===== config.mk =====
export PLATFORM = sky130hd
export DESIGN_NAME = ctl_relogio
export DESIGN_NICKNAME = d
export VERILOG_FILES = /design/src/rtl/ctl_relogio.sv
export SDC_FILE = /design/constraint.sdc
export NUM_CORES = 1
export LEC_CHECK = 0
export CAP_MARGIN = 20
export CORE_AREA = 2 2 39 41
export CTS_BUF_LIST = sky130_fd_sc_hd__clkbuf_4
export CTS_CLUSTER_SIZE = 30
export DETAILED_ROUTE_END_ITERATION = 8
export DIE_AREA = 0 0 41 43
export GPL_ROUTABILITY_DRIVEN = 0
export SYNTH_ARGS = -nofsm -noshare
export SYNTH_HDL_FRONTEND = slang
export SYNTH_SLANG_ARGS = --single-unit

===== constraint.sdc =====
create_clock -name ctl_clock -period 1.3 [get_ports ctl_clock]
set_clock_uncertainty 0.1 [all_clocks]
set_input_delay 0.26 -clock ctl_clock [delete_from_list [all_inputs] [get_ports ctl_clock]]
set_output_delay 0.26 -clock ctl_clock [all_outputs]
set_load 0.01 [all_outputs]

===== src/rtl/ctl_relogio.sv =====
// Clock control FSM: RUN / SET_H / SET_M with registered counter pulses and blink.
// Optional set-mode idle timeout enabled by defining CTL_TIMEOUT_EN.
module ctl_relogio #(
    parameter int TIMEOUT_TICKS = 30
) (
    input  logic       ctl_clock,
    input  logic       ctl_reset,
    input  logic       ctl_tick,
    input  logic       ctl_btn_mode,
    input  logic       ctl_btn_inc,
    input  logic       ctl_sec_max,
    input  logic       ctl_min_max,
    output logic       ctl_en_s,
    output logic       ctl_en_m,
    output logic       ctl_en_h,
    output logic       ctl_clr_s,
    output logic [1:0] ctl_mode,
    output logic       ctl_blink
);

    localparam logic [1:0] ST_RUN   = 2'b00;
    localparam logic [1:0] ST_SET_H = 2'b01;
    localparam logic [1:0] ST_SET_M = 2'b10;

    logic       mode_q;
    logic       inc_q;
    logic       mode_edge;
    logic       inc_edge;
    logic [1:0] state_d;
    logic       en_s_d;
    logic       en_m_d;
    logic       en_h_d;
    logic       clr_d;
    logic       blink_d;
    logic       hold_q;
    logic       hold_d;
    logic       timeout;
    logic       leave;

    assign mode_edge = ctl_btn_mode & ~mode_q;
    assign inc_edge  = ctl_btn_inc & ~inc_q;

`ifdef CTL_TIMEOUT_EN
    localparam int CW = $clog2(TIMEOUT_TICKS + 1);

    logic [CW-1:0] idle_q;
    logic [CW-1:0] idle_d;

    assign timeout = ctl_tick && (idle_q == CW'(TIMEOUT_TICKS - 1));

    always_comb begin
        idle_d = idle_q;
        if (leave || mode_edge || inc_edge)
            idle_d = '0;
        else if (ctl_tick)
            idle_d = idle_q + 1'b1;
    end

    always_ff @(posedge ctl_clock) begin
        if (!ctl_reset)
            idle_q <= '0;
        else
            idle_q <= idle_d;
    end
`else
    assign timeout = 1'b0;
`endif

    always_comb begin
        state_d = ctl_mode;
        en_s_d  = 1'b0;
        en_m_d  = 1'b0;
        en_h_d  = 1'b0;
        clr_d   = 1'b0;
        case (ctl_mode)
            ST_RUN: begin
                en_s_d = ctl_tick;
                en_m_d = ctl_tick & ctl_sec_max;
                en_h_d = ctl_tick & ctl_sec_max & ctl_min_max;
                if (mode_edge)
                    state_d = ST_SET_H;
            end
            ST_SET_H: begin
                if (mode_edge)
                    state_d = ST_SET_M;
                else if (inc_edge)
                    en_h_d = 1'b1;
                else if (timeout)
                    state_d = ST_RUN;
            end
            ST_SET_M: begin
                // Leaving minute set restarts seconds at 00.
                if (mode_edge || (!inc_edge && timeout)) begin
                    state_d = ST_RUN;
                    clr_d   = 1'b1;
                end else if (inc_edge) begin
                    en_m_d = 1'b1;
                end
            end
            default: state_d = ST_RUN;
        endcase
    end

    assign leave = (state_d != ctl_mode) || (ctl_mode == ST_RUN);

    // An inc edge freezes the blank phase off until the next tick passes.
    always_comb begin
        blink_d = ctl_blink;
        hold_d  = hold_q;
        if (leave) begin
            blink_d = 1'b0;
            hold_d  = 1'b0;
        end else if (inc_edge) begin
            blink_d = 1'b0;
            hold_d  = 1'b1;
        end else if (ctl_tick) begin
            if (hold_q)
                hold_d = 1'b0;
            else
                blink_d = ~ctl_blink;
        end
    end

    always_ff @(posedge ctl_clock) begin
        if (!ctl_reset) begin
            mode_q    <= 1'b1;
            inc_q     <= 1'b1;
            ctl_mode  <= ST_RUN;
            ctl_en_s  <= 1'b0;
            ctl_en_m  <= 1'b0;
            ctl_en_h  <= 1'b0;
            ctl_clr_s <= 1'b0;
            ctl_blink <= 1'b0;
            hold_q    <= 1'b0;
        end else begin
            mode_q    <= ctl_btn_mode;
            inc_q     <= ctl_btn_inc;
            ctl_mode  <= state_d;
            ctl_en_s  <= en_s_d;
            ctl_en_m  <= en_m_d;
            ctl_en_h  <= en_h_d;
            ctl_clr_s <= clr_d;
            ctl_blink <= blink_d;
            hold_q    <= hold_d;
        end
    end

endmodule


==> metrics.md <==
| Metric | Value |
|---|---|
| Die width | `between 40 and 50 um` |
| Reg2reg start | `ctl_mode[1]` |
| Initial antenna violation count | `0` |
| Largest delay share family, worst path | `flip-flops` |
| Leakage power | `0.262 nW` |
| Crit end category | `output pin` |
| Ratio of cells with drive above 1 in the final layout | `0.164` |
| Setup slack after layout | `approximately 0.07 ns` |
| Tcrit/Tclk final | `0.948` |
| Slew Limit Fails | `0` |
| Worst setup SP type | `flip-flop` |
| Syn nets | `47` |
| WS Path Type | `flip-flop to output pin` |
| Initial Util | `0.269` |
| Worst-Skew Late Latency | `0.26 ns` |
| Final Hold Viols | `0` |
| Die height | `between 40 and 50 um` |
| Top-area cell type share of the netlist area | `0.537` |
| Synth top area cells | `dfxtp_1 (54%), nand2b_1 (6.7%), nand3_1 (6.7%), xnor2_1 (4.7%), a21oi_1 (4.0%)` |
| Clk root buf | `clkbuf_4` |
| Least-Margin Pin Slew | `0.253 ns` |
| Number of synthesized register bits | `10` |
| Commonest non-fill, non-tap cell in the layout | `dfxtp_1` |
| Min-delay worst type | `flip-flop to flip-flop` |
| Worst path max stage delay | `between 0.3 and 0.4 ns` |
| Final setup fails | `0` |
| # port buffers | `13` |
| Via count | `336` |
| Initial DRC Count | `11` |
| CP startpoint | `ctl_mode[1]` |
| Clk sinks | `10` |
| DP Wirelength | `between 500 and 600 um` |
| Relative slew slack | `0.831` |
| Mapped Area | `between 300 and 400 um^2` |
| CTS tree | `yes` |
| GRT Overall Usage | `0.102` |
| Largest net degree at the start of global routing | `8` |
| Mapped Cells | `40` |
| Core Footprint | `between 1000 and 1500 um^2` |
| Critical Path, Cell by Cell | `dlygate4sd2_1` |
| Peak supply drop | `0.462 mV` |
| Worst path required time | `about 0.94 ns` |
| Drt first pass iters | `4` |
| Post-synth top area cell | `dfxtp_1` |
| Routed length per instance | `9.34 um` |
| Tmin final | `around 1.2 ns` |
| Final net count | `70` |
| Worst R2R Setup Slack | `approximately 0.13 ns` |
| Post-DRT Antenna Nets | `0` |
| MaxCap Viol Count | `0` |
| Drt drc | `0` |
| Place WS | `-0.155 ns` |
| CP arrival | `just under 0.9 ns` |
| FF-to-FF path depth | `4` |
| Seq/Total Area, Yosys | `0.537` |
| Routed wire length | `719 um` |
| WP buf/inv | `1` |
| H-tree Lvls | `1` |
| Most frequent cells in the layout | `dfxtp_1 (10), dlygate4sd2_1 (7), clkdlybuf4s50_1 (6), buf_4 (6), nand3_1 (5)` |
| Ys Warns | `0` |
| Stages on worst setup path | `1` |
| Setup TNS | `0 ns` |
| RSZ-0062 raised after global routing | `no` |
| Worst r2r dst | `ctl_mode[1]` |
| Maximum clock frequency | `about 810 MHz` |
| I/O Pins | `14` |
| Global-route wire length before repair | `between 1000 and 1500 um` |
| Yosys cell types | `17` |
| Post-Syn Area per Cell | `between 9 and 10 um^2` |
| Vias in the first global route | `290` |
| CP max stage cell | `dfxtp_1` |
| Crit path to | `ctl_mode[1]` |
| CP max FO | `2` |
| CTS Buf Count | `3` |
| PwrDens | `~1000 nW/um^2` |
| Number of diodes | `0` |
| Clk buf depth | `2` |
| Clk pin slew, worst setup/hold paths | `~0.060 ns` |
| FP Rows | `14` |
| Hold_buf cts | `0` |
| Grt total ovfl | `0` |
| Area Overhead vs Synth | `54.7%` |
| Status | `complete, no violations` |
| Die area | `around 1800 um^2` |
| Vias per cell | `between 4 and 5` |
-- through the flow --
stage / utilization / hold slack [ns] / total power [mW] / instances / area [um^2]
after detailed placement: 0.407 / 0.416 / 0.413 / 74 / 563
final: 0.417 / 0.420 / 0.605 / 77 / 577
after global routing: 0.417 / 0.465 / 0.640 / 77 / 577
after floorplan: - / 0.233 / 0.362 / 40 / 373
after global placement: 0.407 / 0.374 / 0.413 / 74 / 563
after CTS: 0.417 / 0.427 / 0.614 / 77 / 577
-- state kept, by name, summed over array words and instances, names as in the netlist --
register	count
inc_q	1
ctl_mode	2
ctl_en_s	1
ctl_en_h	1
ctl_blink	1
ctl_en_m	1
hold_q	1
ctl_clr_s	1
mode_q	1
-- timing repair --
item                                    in CTS  in global routing
endpoints found under the hold margin        0                  0
resized for setup                            7                  0
endpoints found under the setup margin       7                  0
setup buffers                                0                  0
-- routing by layer --
layer  track usage  wire length [um]  part of all wire  vias to the layer above
met5             0                 0                 0                        -
met4        0.0800                24             0.033                        0
met3        0.0366                64             0.089                        4
met2         0.134               329              0.46                       15
met1         0.126               301              0.42                      141
li1              -                 -                 -                      176
-- synth_stat cells --
cell type,number
or3_1,1
inv_1,1
nand3_1,5
clkbuf_2,1
nor3_1,3
inv_2,1
nor2b_1,2
dfxtp_1,10
a21boi_1,1
xor2_1,1
nand2_1,1
a21oi_1,3
nand2b_1,4
nor2_1,2
nand4b_1,1
xnor2_1,2
and2b_1,1
-- worst min-delay path by stage --
stage	start	to	cells past startpoint
final	hold_q	hold_q	2
after global placement	hold_q	hold_q	2
after floorplan	ctl_reset	inc_q	1
after detailed placement	hold_q	hold_q	2
after CTS	hold_q	hold_q	2
after global routing	hold_q	hold_q	2
-- final cells by class --
cell class | count | area [um^2]
Fill cell | 154 | 807
Sequential cell | 10 | 200
Timing Repair Buffer | 19 | 166
Multi-Input combinational cell | 27 | 160
Clock buffer | 3 | 22.5
Tap cell | 16 | 20.0
Inverter | 2 | 7.51
-- power breakdown --
part           switching (mW)  internal (mW)  total, mW
Combinational          0.0316         0.0477     0.0793
Clock                  0.0986          0.106      0.205
Sequential            0.00309          0.317      0.320
-- cells by family (layout without fill, tap and decap cells) --
kind of cell | count (synthesis) | count (layout) | synth area share
buffers and inverters | 3 | 24 | 0.0335
flip-flops | 10 | 10 | 0.537
XOR/XNOR | 3 | 3 | 0.0705
AO/OA/AOI/OAI | 4 | 4 | 0.0604
AND/OR/NAND/NOR | 20 | 20 | 0.299
-- worst min-delay path: cells and delay by family, from the launching register on --
kind	cells	cell delay, ns
AO/OA/AOI/OAI	1	0.06
flip-flops	1	0.33
AND/OR/NAND/NOR	1	0.09
No activity file was read; power rests on OpenSTA's default activity.
